## config.mk

```make
export PLATFORM = sky130hd
export DESIGN_NAME = systolic_filter_ctrl_flat
export DESIGN_NICKNAME = d
export VERILOG_FILES = /design/src/rtl/systolic_pkg.sv /design/src/rtl/systolic_filter_ctrl_if.sv /design/src/rtl/systolic_ctrl_cnt.sv /design/src/rtl/systolic_filter_ctrl.sv /design/src/flat_wrapper.sv
export SDC_FILE = /design/constraint.sdc
export NUM_CORES = 1
export LEC_CHECK = 0
export BUFFER_PORTS_ARGS = -buffer_cell sky130_fd_sc_hd__buf_2
export CORE_ASPECT_RATIO = 1.4
export CORE_MARGIN = 3
export CORE_UTILIZATION = 45
export CTS_CLUSTER_SIZE = 12
export DETAILED_ROUTE_END_ITERATION = 10
export PLACE_DENSITY = 0.79
export SLEW_MARGIN = 5
export SYNTH_ARGS = -nofsm -noshare
export SYNTH_HDL_FRONTEND = slang
export SYNTH_HIERARCHICAL = 1
export SYNTH_SLANG_ARGS = --single-unit
```

## constraint.sdc

```tcl
create_clock -name Clk_i -period 2.9 [get_ports Clk_i]
set_input_delay 0.145 -clock Clk_i [delete_from_list [all_inputs] [get_ports Clk_i]]
set_output_delay 0.145 -clock Clk_i [all_outputs]
set_load 0.01 [all_outputs]
```

## src/rtl/systolic_pkg.sv

```systemverilog
// systolic_pkg
//   Shared definitions for the systolicFilter sequencer: default sizes,
//   the controller state encoding and a constant ceil(log2) helper used
//   to size address and counter fields.
package systolic_pkg;

   localparam int unsigned TAPS_DEFAULT    = 16;
   localparam int unsigned DATA_W_DEFAULT  = 18;
   localparam int unsigned COEF_W_DEFAULT  = 18;
   localparam int unsigned LATENCY_DEFAULT = 18;

   typedef enum logic [2:0] {
      ST_IDLE  = 3'd0,
      ST_DRAIN = 3'd1,
      ST_LOAD  = 3'd2,
      ST_FLUSH = 3'd3,
      ST_RUN   = 3'd4
   } ctrl_state_e;

   // Bits needed to hold 0..value-1; never returns less than 1 so that
   // degenerate sizes still give a legal vector.
   function automatic int unsigned clog2(input int unsigned value);
      int unsigned width;
      width = 1;
      while ((64'd1 << width) < 64'(value)) width++;
      return width;
   endfunction

endpackage

```

## src/rtl/systolic_filter_ctrl_if.sv

```systemverilog
// systolic_filter_ctrl_if
//   Bundles every non-clock/reset signal of systolic_filter_ctrl:
//     source side : Data_i, DataNd_i, DataReady_o
//     host config : CoefStart_i, CoefData_i, CoefNd_i, CoefReady_o
//     filter side : FiltData_o, FiltDataNd_o, FiltCoef_o, FiltCoefAddr_o,
//                   FiltCoefWe_o, FiltData_i, FiltDataValid_i
//     downstream  : Data_o, DataValid_o
//     status      : Busy_o, ErrOverrun_o
//   Suffixes are from the controller's point of view. The controller
//   connects through modport slave; the surrounding system through master.
interface systolic_filter_ctrl_if #(
   parameter int unsigned DATA_W = 18,
   parameter int unsigned COEF_W = 18,
   parameter int unsigned ADDR_W = 4
);
   logic              CoefStart_i;
   logic [COEF_W-1:0] CoefData_i;
   logic              CoefNd_i;
   logic              CoefReady_o;
   logic [DATA_W-1:0] Data_i;
   logic              DataNd_i;
   logic              DataReady_o;
   logic [DATA_W-1:0] FiltData_o;
   logic              FiltDataNd_o;
   logic [COEF_W-1:0] FiltCoef_o;
   logic [ADDR_W-1:0] FiltCoefAddr_o;
   logic              FiltCoefWe_o;
   logic [DATA_W-1:0] FiltData_i;
   logic              FiltDataValid_i;
   logic [DATA_W-1:0] Data_o;
   logic              DataValid_o;
   logic              Busy_o;
   logic              ErrOverrun_o;

   modport slave (
      input  CoefStart_i, CoefData_i, CoefNd_i, Data_i, DataNd_i,
             FiltData_i, FiltDataValid_i,
      output CoefReady_o, DataReady_o, FiltData_o, FiltDataNd_o, FiltCoef_o,
             FiltCoefAddr_o, FiltCoefWe_o, Data_o, DataValid_o, Busy_o,
             ErrOverrun_o
   );

   modport master (
      output CoefStart_i, CoefData_i, CoefNd_i, Data_i, DataNd_i,
             FiltData_i, FiltDataValid_i,
      input  CoefReady_o, DataReady_o, FiltData_o, FiltDataNd_o, FiltCoef_o,
             FiltCoefAddr_o, FiltCoefWe_o, Data_o, DataValid_o, Busy_o,
             ErrOverrun_o
   );

endinterface

```

## src/rtl/systolic_ctrl_cnt.sv

```systemverilog
// systolic_ctrl_cnt
//   Loadable down-counter with terminal flag, shared by the DRAIN,
//   LOAD-address and FLUSH phases of the sequencer.
//   Ports:
//     Clk_i, Rst_i  clock, synchronous active-high reset (count -> 0)
//     load          load count with load_value (wins over dec)
//     load_value    value to load
//     dec           decrement by one, saturating at zero
//     count         current count
//     terminal      count == 0
module systolic_ctrl_cnt #(
   parameter int unsigned WIDTH = 5
) (
   input  logic             Clk_i,
   input  logic             Rst_i,
   input  logic             load,
   input  logic [WIDTH-1:0] load_value,
   input  logic             dec,
   output logic [WIDTH-1:0] count,
   output logic             terminal
);

   always_ff @(posedge Clk_i) begin
      if (Rst_i) begin
         count <= '0;
      end else if (load) begin
         count <= load_value;
      end else if (dec && (count != '0)) begin
         count <= count - WIDTH'(1);
      end
   end

   assign terminal = (count == '0);

endmodule

```

## src/rtl/systolic_filter_ctrl.sv

```systemverilog
// systolic_filter_ctrl
//   Sequencer in front of the shared systolicFilter datapath. Owns the
//   filter coefficient write port and sample strobe; on a reload request it
//   stalls the source, drains in-flight results, loads a full coefficient
//   set, zero-flushes the delay line and masks the flush results.
//   Ports:
//     Clk_i  clock
//     Rst_i  synchronous active-high reset
//     bus    systolic_filter_ctrl_if.slave (source, host config, filter and
//            downstream signals; see the interface file)
//   Build option:
//     SYSTOLIC_CTRL_FLUSH_EN  when defined, LOAD is followed by a TAPS-cycle
//     zero flush and the first TAPS filter results are discarded; when
//     undefined, LOAD goes straight to RUN with no masking.
module systolic_filter_ctrl
   import systolic_pkg::*;
#(
   parameter int unsigned TAPS    = TAPS_DEFAULT,
   parameter int unsigned DATA_W  = DATA_W_DEFAULT,
   parameter int unsigned COEF_W  = COEF_W_DEFAULT,
   parameter int unsigned LATENCY = LATENCY_DEFAULT
) (
   input logic                  Clk_i,
   input logic                  Rst_i,
   systolic_filter_ctrl_if.slave bus
);

   localparam int unsigned ADDR_W = clog2(TAPS);
   localparam int unsigned CNT_W  = clog2((LATENCY > TAPS) ? LATENCY : TAPS);
   localparam logic [CNT_W-1:0] TAPS_LAST  = CNT_W'(TAPS - 1);
   localparam logic [CNT_W-1:0] DRAIN_LAST = CNT_W'(LATENCY - 1);

   ctrl_state_e       state;
   logic              cnt_load;
   logic              cnt_dec;
   logic [CNT_W-1:0]  cnt_value;
   logic [CNT_W-1:0]  cnt;
   logic              cnt_zero;

   logic              data_ready;
   logic              coef_ready;
   logic [DATA_W-1:0] filt_data;
   logic              filt_nd;
   logic [COEF_W-1:0] filt_coef;
   logic [ADDR_W-1:0] coef_addr;
   logic              coef_we;
   logic [DATA_W-1:0] data_out;
   logic              data_valid;
   logic              err_overrun;

`ifdef SYSTOLIC_CTRL_FLUSH_EN
   localparam int unsigned DISC_W = clog2(TAPS + 1);
   logic [DISC_W-1:0] discard;
`endif

   // Handshake readies decode the current state so a transfer completes in
   // the cycle it is offered.
   assign data_ready = (state == ST_RUN);
   assign coef_ready = (state == ST_LOAD);

   // One counter serves all timed phases: DRAIN counts LATENCY-1..0, LOAD
   // counts TAPS-1..0 per accepted word (address = TAPS-1-count), FLUSH
   // counts TAPS-1..0 per zero sample.
   always_comb begin
      cnt_load  = 1'b0;
      cnt_dec   = 1'b0;
      cnt_value = '0;
      case (state)
         ST_IDLE: begin
            if (bus.CoefStart_i) begin
               cnt_load  = 1'b1;
               cnt_value = TAPS_LAST;
            end
         end
         ST_RUN: begin
            if (bus.CoefStart_i) begin
               cnt_load  = 1'b1;
               cnt_value = DRAIN_LAST;
            end
         end
         ST_DRAIN: begin
            if (cnt_zero) begin
               cnt_load  = 1'b1;
               cnt_value = TAPS_LAST;
            end else begin
               cnt_dec = 1'b1;
            end
         end
         ST_LOAD: begin
            if (bus.CoefNd_i) begin
               if (cnt_zero) begin
                  cnt_load  = 1'b1;
                  cnt_value = TAPS_LAST;
               end else begin
                  cnt_dec = 1'b1;
               end
            end
         end
         ST_FLUSH: cnt_dec = 1'b1;
         default: ;
      endcase
   end

   systolic_ctrl_cnt #(
      .WIDTH(CNT_W)
   ) u_cnt (
      .Clk_i      (Clk_i),
      .Rst_i      (Rst_i),
      .load       (cnt_load),
      .load_value (cnt_value),
      .dec        (cnt_dec),
      .count      (cnt),
      .terminal   (cnt_zero)
   );

   always_ff @(posedge Clk_i) begin
      if (Rst_i) begin
         state       <= ST_IDLE;
         filt_data   <= '0;
         filt_nd     <= 1'b0;
         filt_coef   <= '0;
         coef_addr   <= '0;
         coef_we     <= 1'b0;
         data_out    <= '0;
         data_valid  <= 1'b0;
         err_overrun <= 1'b0;
`ifdef SYSTOLIC_CTRL_FLUSH_EN
         discard     <= '0;
`endif
      end else begin
         filt_nd  <= 1'b0;
         coef_we  <= 1'b0;
         data_out <= bus.FiltData_i;
`ifdef SYSTOLIC_CTRL_FLUSH_EN
         data_valid <= bus.FiltDataValid_i && (discard == '0);
         if (bus.FiltDataValid_i && (discard != '0)) begin
            discard <= discard - DISC_W'(1);
         end
`else
         data_valid <= bus.FiltDataValid_i;
`endif
         if (bus.DataNd_i && !data_ready) begin
            err_overrun <= 1'b1;
         end

         case (state)
            ST_IDLE: begin
               if (bus.CoefStart_i) state <= ST_LOAD;
            end
            ST_RUN: begin
               if (bus.DataNd_i) begin
                  filt_data <= bus.Data_i;
                  filt_nd   <= 1'b1;
               end
               if (bus.CoefStart_i) state <= ST_DRAIN;
            end
            ST_DRAIN: begin
               if (cnt_zero) state <= ST_LOAD;
            end
            ST_LOAD: begin
               if (bus.CoefNd_i) begin
                  filt_coef <= bus.CoefData_i;
                  coef_we   <= 1'b1;
                  coef_addr <= ADDR_W'(TAPS_LAST - cnt);
                  if (cnt_zero) begin
`ifdef SYSTOLIC_CTRL_FLUSH_EN
                     // First zero is issued on the entry edge so the TAPS
                     // strobes coincide exactly with the FLUSH cycles.
                     state     <= ST_FLUSH;
                     filt_nd   <= 1'b1;
                     filt_data <= '0;
                     discard   <= DISC_W'(TAPS);
`else
                     state <= ST_RUN;
`endif
                  end
               end
            end
            ST_FLUSH: begin
               if (cnt_zero) begin
                  state <= ST_RUN;
               end else begin
                  filt_nd   <= 1'b1;
                  filt_data <= '0;
               end
            end
            default: state <= ST_IDLE;
         endcase
      end
   end

   assign bus.DataReady_o    = data_ready;
   assign bus.CoefReady_o    = coef_ready;
   assign bus.FiltData_o     = filt_data;
   assign bus.FiltDataNd_o   = filt_nd;
   assign bus.FiltCoef_o     = filt_coef;
   assign bus.FiltCoefAddr_o = coef_addr;
   assign bus.FiltCoefWe_o   = coef_we;
   assign bus.Data_o         = data_out;
   assign bus.DataValid_o    = data_valid;
   assign bus.ErrOverrun_o   = err_overrun;
   // Busy is held low while reset is asserted so every output reads 0 then;
   // afterwards it is high in every state except RUN.
   assign bus.Busy_o         = !Rst_i && (state != ST_RUN);

endmodule

```

## src/flat_wrapper.sv

```systemverilog
// flat-port wrapper written by rule: the top's interface ports become plain ports
module systolic_filter_ctrl_flat import systolic_pkg::*;
#(
   parameter int unsigned TAPS    = TAPS_DEFAULT,
   parameter int unsigned DATA_W  = DATA_W_DEFAULT,
   parameter int unsigned COEF_W  = COEF_W_DEFAULT,
   parameter int unsigned LATENCY = LATENCY_DEFAULT
)
  (Clk_i, Rst_i, bus_CoefStart_i, bus_CoefData_i, bus_CoefNd_i, bus_Data_i, bus_DataNd_i, bus_FiltData_i, bus_FiltDataValid_i, bus_CoefReady_o, bus_DataReady_o, bus_FiltData_o, bus_FiltDataNd_o, bus_FiltCoef_o, bus_FiltCoefAddr_o, bus_FiltCoefWe_o, bus_Data_o, bus_DataValid_o, bus_Busy_o, bus_ErrOverrun_o);
  systolic_filter_ctrl_if #(.DATA_W(DATA_W), .COEF_W(COEF_W), .ADDR_W((clog2(TAPS)))) bus_i ();
  input logic Clk_i;
  input logic Rst_i;
  input wire logic [$bits(bus_i.CoefStart_i)-1:0] bus_CoefStart_i;
  input wire logic [$bits(bus_i.CoefData_i)-1:0] bus_CoefData_i;
  input wire logic [$bits(bus_i.CoefNd_i)-1:0] bus_CoefNd_i;
  input wire logic [$bits(bus_i.Data_i)-1:0] bus_Data_i;
  input wire logic [$bits(bus_i.DataNd_i)-1:0] bus_DataNd_i;
  input wire logic [$bits(bus_i.FiltData_i)-1:0] bus_FiltData_i;
  input wire logic [$bits(bus_i.FiltDataValid_i)-1:0] bus_FiltDataValid_i;
  output wire logic [$bits(bus_i.CoefReady_o)-1:0] bus_CoefReady_o;
  output wire logic [$bits(bus_i.DataReady_o)-1:0] bus_DataReady_o;
  output wire logic [$bits(bus_i.FiltData_o)-1:0] bus_FiltData_o;
  output wire logic [$bits(bus_i.FiltDataNd_o)-1:0] bus_FiltDataNd_o;
  output wire logic [$bits(bus_i.FiltCoef_o)-1:0] bus_FiltCoef_o;
  output wire logic [$bits(bus_i.FiltCoefAddr_o)-1:0] bus_FiltCoefAddr_o;
  output wire logic [$bits(bus_i.FiltCoefWe_o)-1:0] bus_FiltCoefWe_o;
  output wire logic [$bits(bus_i.Data_o)-1:0] bus_Data_o;
  output wire logic [$bits(bus_i.DataValid_o)-1:0] bus_DataValid_o;
  output wire logic [$bits(bus_i.Busy_o)-1:0] bus_Busy_o;
  output wire logic [$bits(bus_i.ErrOverrun_o)-1:0] bus_ErrOverrun_o;
  assign bus_i.CoefStart_i = bus_CoefStart_i;
  assign bus_i.CoefData_i = bus_CoefData_i;
  assign bus_i.CoefNd_i = bus_CoefNd_i;
  assign bus_i.Data_i = bus_Data_i;
  assign bus_i.DataNd_i = bus_DataNd_i;
  assign bus_i.FiltData_i = bus_FiltData_i;
  assign bus_i.FiltDataValid_i = bus_FiltDataValid_i;
  assign bus_CoefReady_o = bus_i.CoefReady_o;
  assign bus_DataReady_o = bus_i.DataReady_o;
  assign bus_FiltData_o = bus_i.FiltData_o;
  assign bus_FiltDataNd_o = bus_i.FiltDataNd_o;
  assign bus_FiltCoef_o = bus_i.FiltCoef_o;
  assign bus_FiltCoefAddr_o = bus_i.FiltCoefAddr_o;
  assign bus_FiltCoefWe_o = bus_i.FiltCoefWe_o;
  assign bus_Data_o = bus_i.Data_o;
  assign bus_DataValid_o = bus_i.DataValid_o;
  assign bus_Busy_o = bus_i.Busy_o;
  assign bus_ErrOverrun_o = bus_i.ErrOverrun_o;
  systolic_filter_ctrl #(.TAPS(TAPS), .DATA_W(DATA_W), .COEF_W(COEF_W), .LATENCY(LATENCY)) u_core (.Clk_i(Clk_i), .Rst_i(Rst_i), .bus(bus_i));
endmodule
```

# ---- After elaboration in Yosys (flattened, before gate mapping)
# Index checks and enable logic that the tools add are counted.
dict set report totals {
  ff_bits 70
  latch_bits 0
  mem_bits_rw 0
  romBits 0
  in_bits 60
  out_inout_bits 65
  elab_cells 65
  n_memories 0
}
dict set report op_classes {
  n_addsub 2
  mul 0
  div_mod_pow 0
  n_lt_le_gt_ge 0
  eq_ne 11
  shift 0
  mux 26
  n_bitwise 1
  n_reduce_logical 15
}
# op count
set ops {}
lappend ops {{$mux 18} 2}
lappend ops {{$pmux 18 s2} 1}
lappend ops {{$mux 5} 4}
lappend ops {{$pmux 5 s4} 1}
lappend ops {{$mux 3} 5}
lappend ops {{$pmux 3 s5} 1}
lappend ops {{$ne 2x2->1 const B} 5}
lappend ops {{$mux 4} 2}
lappend ops {{$mux 1} 7}
lappend ops {{$eq 3x2->1 const B} 2}
lappend ops {{$pmux 1 s3} 2}
lappend ops {{$logic_not 5->1} 1}
lappend ops {{$reduce_bool 5->1} 1}
lappend ops {{$sub 5x1->5 const B} 1}
lappend ops {{$reduce_and 4->1} 1}
lappend ops {{$reduce_bool 2->1} 2}
lappend ops {{$reduce_or 2->1} 2}
lappend ops {{$sub 4x4->4 const A} 1}
lappend ops {{$eq 3x1->1 const B} 1}
lappend ops {{$eq 3x3->1 const B} 1}
lappend ops {{$logic_and 1x1->1} 3}
lappend ops {{$logic_not 3->1} 1}
lappend ops {{$ne 3x3->1 const B} 1}
lappend ops {{$reduce_and 3->1} 1}
lappend ops {{other kinds (5)} 6}

# ---- Logic depth before layout (Yosys ltp)
dict set report depth {
  ltp_word 7
  depth_mapped 11
  ltp_nobuf 10
}

# ---- Hierarchy
# The synthesis kept the hierarchy.
# mod instances cells_per_inst area_per_inst_um2 seq_area_each_um2
set modules_own_cells {}
lappend modules_own_cells {systolic_filter_ctrl 1 219 2227.1 1301.2}
lappend modules_own_cells {systolic_ctrl_cnt 1 37 326.6 100.1}

# ---- Least setup slack after synthesis
# No wires, ideal clock.
dict set report synth_path {
  path_kind {register -> register}
  startpoint {register u_core.u_cnt.count[1]}
  endpoint {register u_core.u_cnt.count[2]}
  setup_ps 95
  t_arrival_ps 2355
  required_ps 2805
  slack_ps 450
  path_stages_with_launch 12
  n_path_buf 1
  period_less_slack_ps 2450
  cell_sequence {dfxtp_1 > inv_1 > ha_1 > or4b_1 > buf_6 > inv_1 > nor2b_1 > a22oi_1 > nor2_1 > nand2_1 > or3_1 > a221oi_1}
}
dict set report synth_via {
  elab_chain_len 6
  word_cells_on_any_way 16
  cone_classes {1 x add/sub; 11 x mux; 4 x reduce/logical}
}
# item line_no
set synth_rtl {}
lappend synth_rtl {{from (decl)} systolic_ctrl_cnt.sv:19} ;# output logic [WIDTH-1:0] count,
lappend synth_rtl {{from (signal assigned)} systolic_ctrl_cnt.sv:27} ;# count <= load_value;
lappend synth_rtl {{from (signal assigned)} systolic_ctrl_cnt.sv:29} ;# count <= count - WIDTH'(1);
lappend synth_rtl {{$logic_not 5->1 (*)} systolic_ctrl_cnt.sv:33} ;# assign terminal = (count == '0);
lappend synth_rtl {{named net u_core.cnt_zero} systolic_filter_ctrl.sv:38} ;# logic cnt_zero;
lappend synth_rtl {{$mux 1 (*)} {systolic_filter_ctrl.sv:82, systolic_filter_ctrl.sv:91}}
lappend synth_rtl {{$mux 1} systolic_filter_ctrl.sv:90} ;# if (bus.CoefNd_i) begin
lappend synth_rtl {{$pmux 1 s3 (*)} systolic_filter_ctrl.sv:68} ;# case (state)
lappend synth_rtl {{named net u_core.cnt_dec} systolic_filter_ctrl.sv:35} ;# logic cnt_dec;
lappend synth_rtl {{$logic_and 1x1->1 (*)} systolic_ctrl_cnt.sv:28} ;# end else if (dec && (count != '0)) begin
lappend synth_rtl {{$reduce_bool 2->1 (no source line) (*)} --}
# Mark *: on every way through the listed nets, which the timed path passes. The rest lies on a longest branch. The select of a mux whose other input is x is not followed.
# A chain may end at the register's enable or synchronous reset.

# ---- Final worst setup path
# Same ends and word-level chain as after synthesis.

==> results.yml <==
status:
  outcome: "finished, final reports clean"
synth:
  synth-simple-area-share: 0.198
  netlist_instances: 256
  yosysTopAreaCell: "dfxtp_1"
  muxShareOfSynthArea: 0
  synth_edf_count: 0
  yosysUniqueCellTypes: 40
  ys_seq_area_frac: 0.549
  synth-xor-area-share: 0
  synth.yosys.warnings: 6
  synth_top_family_by_area: "simple AND/OR/NAND/NOR gates"
  synth_most_common_cell: "dfxtp_1"
  ys_dominant_reg_cell: "dfxtp_1"
  ys_top_cells_by_count: "dfxtp_1 (70), nand2_1 (41), a21oi_1 (24)"
  synthArstFlopShare: 0
  synthAdderAreaFrac: 0.00490
  synth_area_leaders: "dfxtp_1 (55%), nand2_1 (6.0%), nor2b_1 (5.4%)"
  synth-compound-area-share: 0.192
  synth_top_area_share: 0.549
  synth_area_um2: 2550
  syn_area_per_cell_um2: 9.98
  syn-num-nets: 317
  ys_ff_latch: 70
cts:
  clockRootBuffer: "clkbuf_8"
  cts_tree: "built"
  htreeDepth: 3
  numCtsBuffers: 9
  clkTransAtPathRegs_ns: 0.07
  cts_sinks: 70
  clock_latency_ns: 0.33
  ctsLongestPathBuffers: 2
global_route:
  overflow: 0
  track_usage: 0.180
  antenna_found_initial: 0
  grt_pass1_vias: 2138
  grt_start_max_net_pins: 36
  grt_pass1_wl_um: 9540
sta:
  post-route-period-util: 0.883
  slew_headroom: 0.571
  fin_crit_ns: 2.56
  fin_ws_ns: 0.341
  setup_tns_ns: 0
  clock_skew_ns: 0.00588
  hold_slack_ns: 0.0171
  grt_setup_unrepaired: "no"
  fmax_ghz: 0.391
  setup_viol: 0
  slew_viol_final: 0
  worst_pin_slew_ns: 0.643
  finalHoldViolCount: 0
setup_path:
  cp-end-kind: "flop"
  arrival_ns: 2.79
  crit_fanout: 7
  critical_path.startpoint_type: "flop"
  worstPathRequired_ns: 3.13
  path_class: "reg -> reg"
detailed_routing:
  wirelength_um: 5930
  wl_per_cell_um: 13.2
  drc: 0
  vias_per_cell: 4.91
  antenna_left: 0
  dr.pass1.iters: 4
  drt-initial-drc-count: 50
  vias: 2209
placement:
  gp_congestion: 0.863
  pre_cts_ws_ns: 0.235
  portBuffers: 124
  dp_hpwl_um: 4360
cells_and_area:
  antennaDiodeCount: 0
  drive_gt1_frac: 0.414
  syn2layout_area_growth_pct: 32.8
  nets: 440
flow_run:
  drv_cap: 0
floorplan:
  pin_count: 125
  die_h_um: 95.1
  core_area_um2: 5310
  dieArea_um2: 6630
  die_w_um: 69.7
  num_rows: 31
  start_util: 0.481
worst_hold_path:
  hp-class: "in -> reg"
pwr:
  power_uw: 2160
  power.leakage_uw: 0.00160
  ir_worst_vdd_mv: 0.443
  power_density_nw_per_um2: 637
## cells in the final DEF (no fill, tap or decap), drive strengths merged, types with 2 or more instances in the layout
master / instances
buf: 128
nand2: 41
dfxtp: 70
a211oi: 4
nor2: 16
a22o: 18
a21oi: 24
a311oi: 2
a22oi: 3
a221oi: 2
nand2b: 5
clkbuf: 13
nor2b: 22
and3b: 2
inv: 9
a2111oi: 2
and3: 2
nor3: 2
## routing by layer
metal  vias up  part of all wire  global-route usage
met2       101              0.49               0.309
li1       1122                 -                   -
met4         0            0.0024              0.0559
met3         2              0.10              0.0791
met5         -                 0                   0
met1       984              0.41               0.201
## what timing repair did
action / 4_1_cts / 5_1_grt
gates resized for setup: 0 / 1
setup endpoints to repair: 0 / 1
setup buffers: 0 / 0
hold buffers: 0 / 1
endpoints found under the hold margin: 0 / 1
## registers in the layout, summed over array words and instances (netlist names)
name and cells:
u_core/u_cnt/count 5, u_core/bus.FiltCoefWe_o 1, u_core/state 3, u_core/bus.FiltDataNd_o 1, u_core/bus.DataValid_o 1, u_core/bus.FiltData_o 18
u_core/bus.ErrOverrun_o 1, u_core/bus.Data_o 18, u_core/bus.FiltCoefAddr_o 4, u_core/bus.FiltCoef_o 18
## cells by family (layout without fill, tap and decap cells)
group,Yosys count,after routing
and+or+nand+nor,98,98
DFF,70,70
AOI/OAI and AO/OA,61,61
buffers and inverters,26,154
adders and majority gates,1,1
## worst paths after layout
check | from | to | slack, ns | cells past startpoint
setup / recovery | u_core/u_cnt/count[1] | u_core/u_cnt/count[2] | 0.34 | 10
setup reg to reg | u_core/u_cnt/count[1] | u_core/u_cnt/count[2] | 0.34 | 10
hold reg to reg | u_core/bus.ErrOverrun_o | u_core/bus.ErrOverrun_o | 0.44 | 2
hold / removal | bus_FiltData_i[16] | u_core/bus.Data_o[16] | 0.02 | 2
## critical path, cell delays in order (launching register included)
cell and delay [ns]:
dfxtp_1 0.37, inv_1 0.10, ha_1 0.20, or4b_1 0.32, inv_1 0.15, nor2b_1 0.18
a22oi_1 0.10, nor2_2 0.29, nand2_1 0.15, or3_1 0.36, a221oi_1 0.25
## layout make-up
class | instances | area, um^2
Clock buffer | 13 | 159
Clock inverter | 3 | 42.5
Fill cell | 439 | 1920
Inverter | 9 | 33.8
Multi-Input combinational cell | 160 | 1010
Sequential cell | 70 | 1400
Tap cell | 66 | 82.6
Timing Repair Buffer | 129 | 661
## stage by stage
stage | area, um^2 | utilization | cells
global placement | 3180 | 0.598 | 433
finish | 3390 | 0.638 | 450
floorplan | 2550 | - | 256
global route | 3390 | 0.638 | 450
CTS | 3380 | 0.636 | 449
detailed placement | 3180 | 0.598 | 433
## where the power goes
group	leakage (uW)	total (uW)	internal, uW	switching, uW
logic	0.000930	331	142	189
clock network	0.0000996	777	444	333
registers	0.000573	1050	1020	36.8
total	0.00160	2160	1600	559
Power figures use the tool's default switching activity.
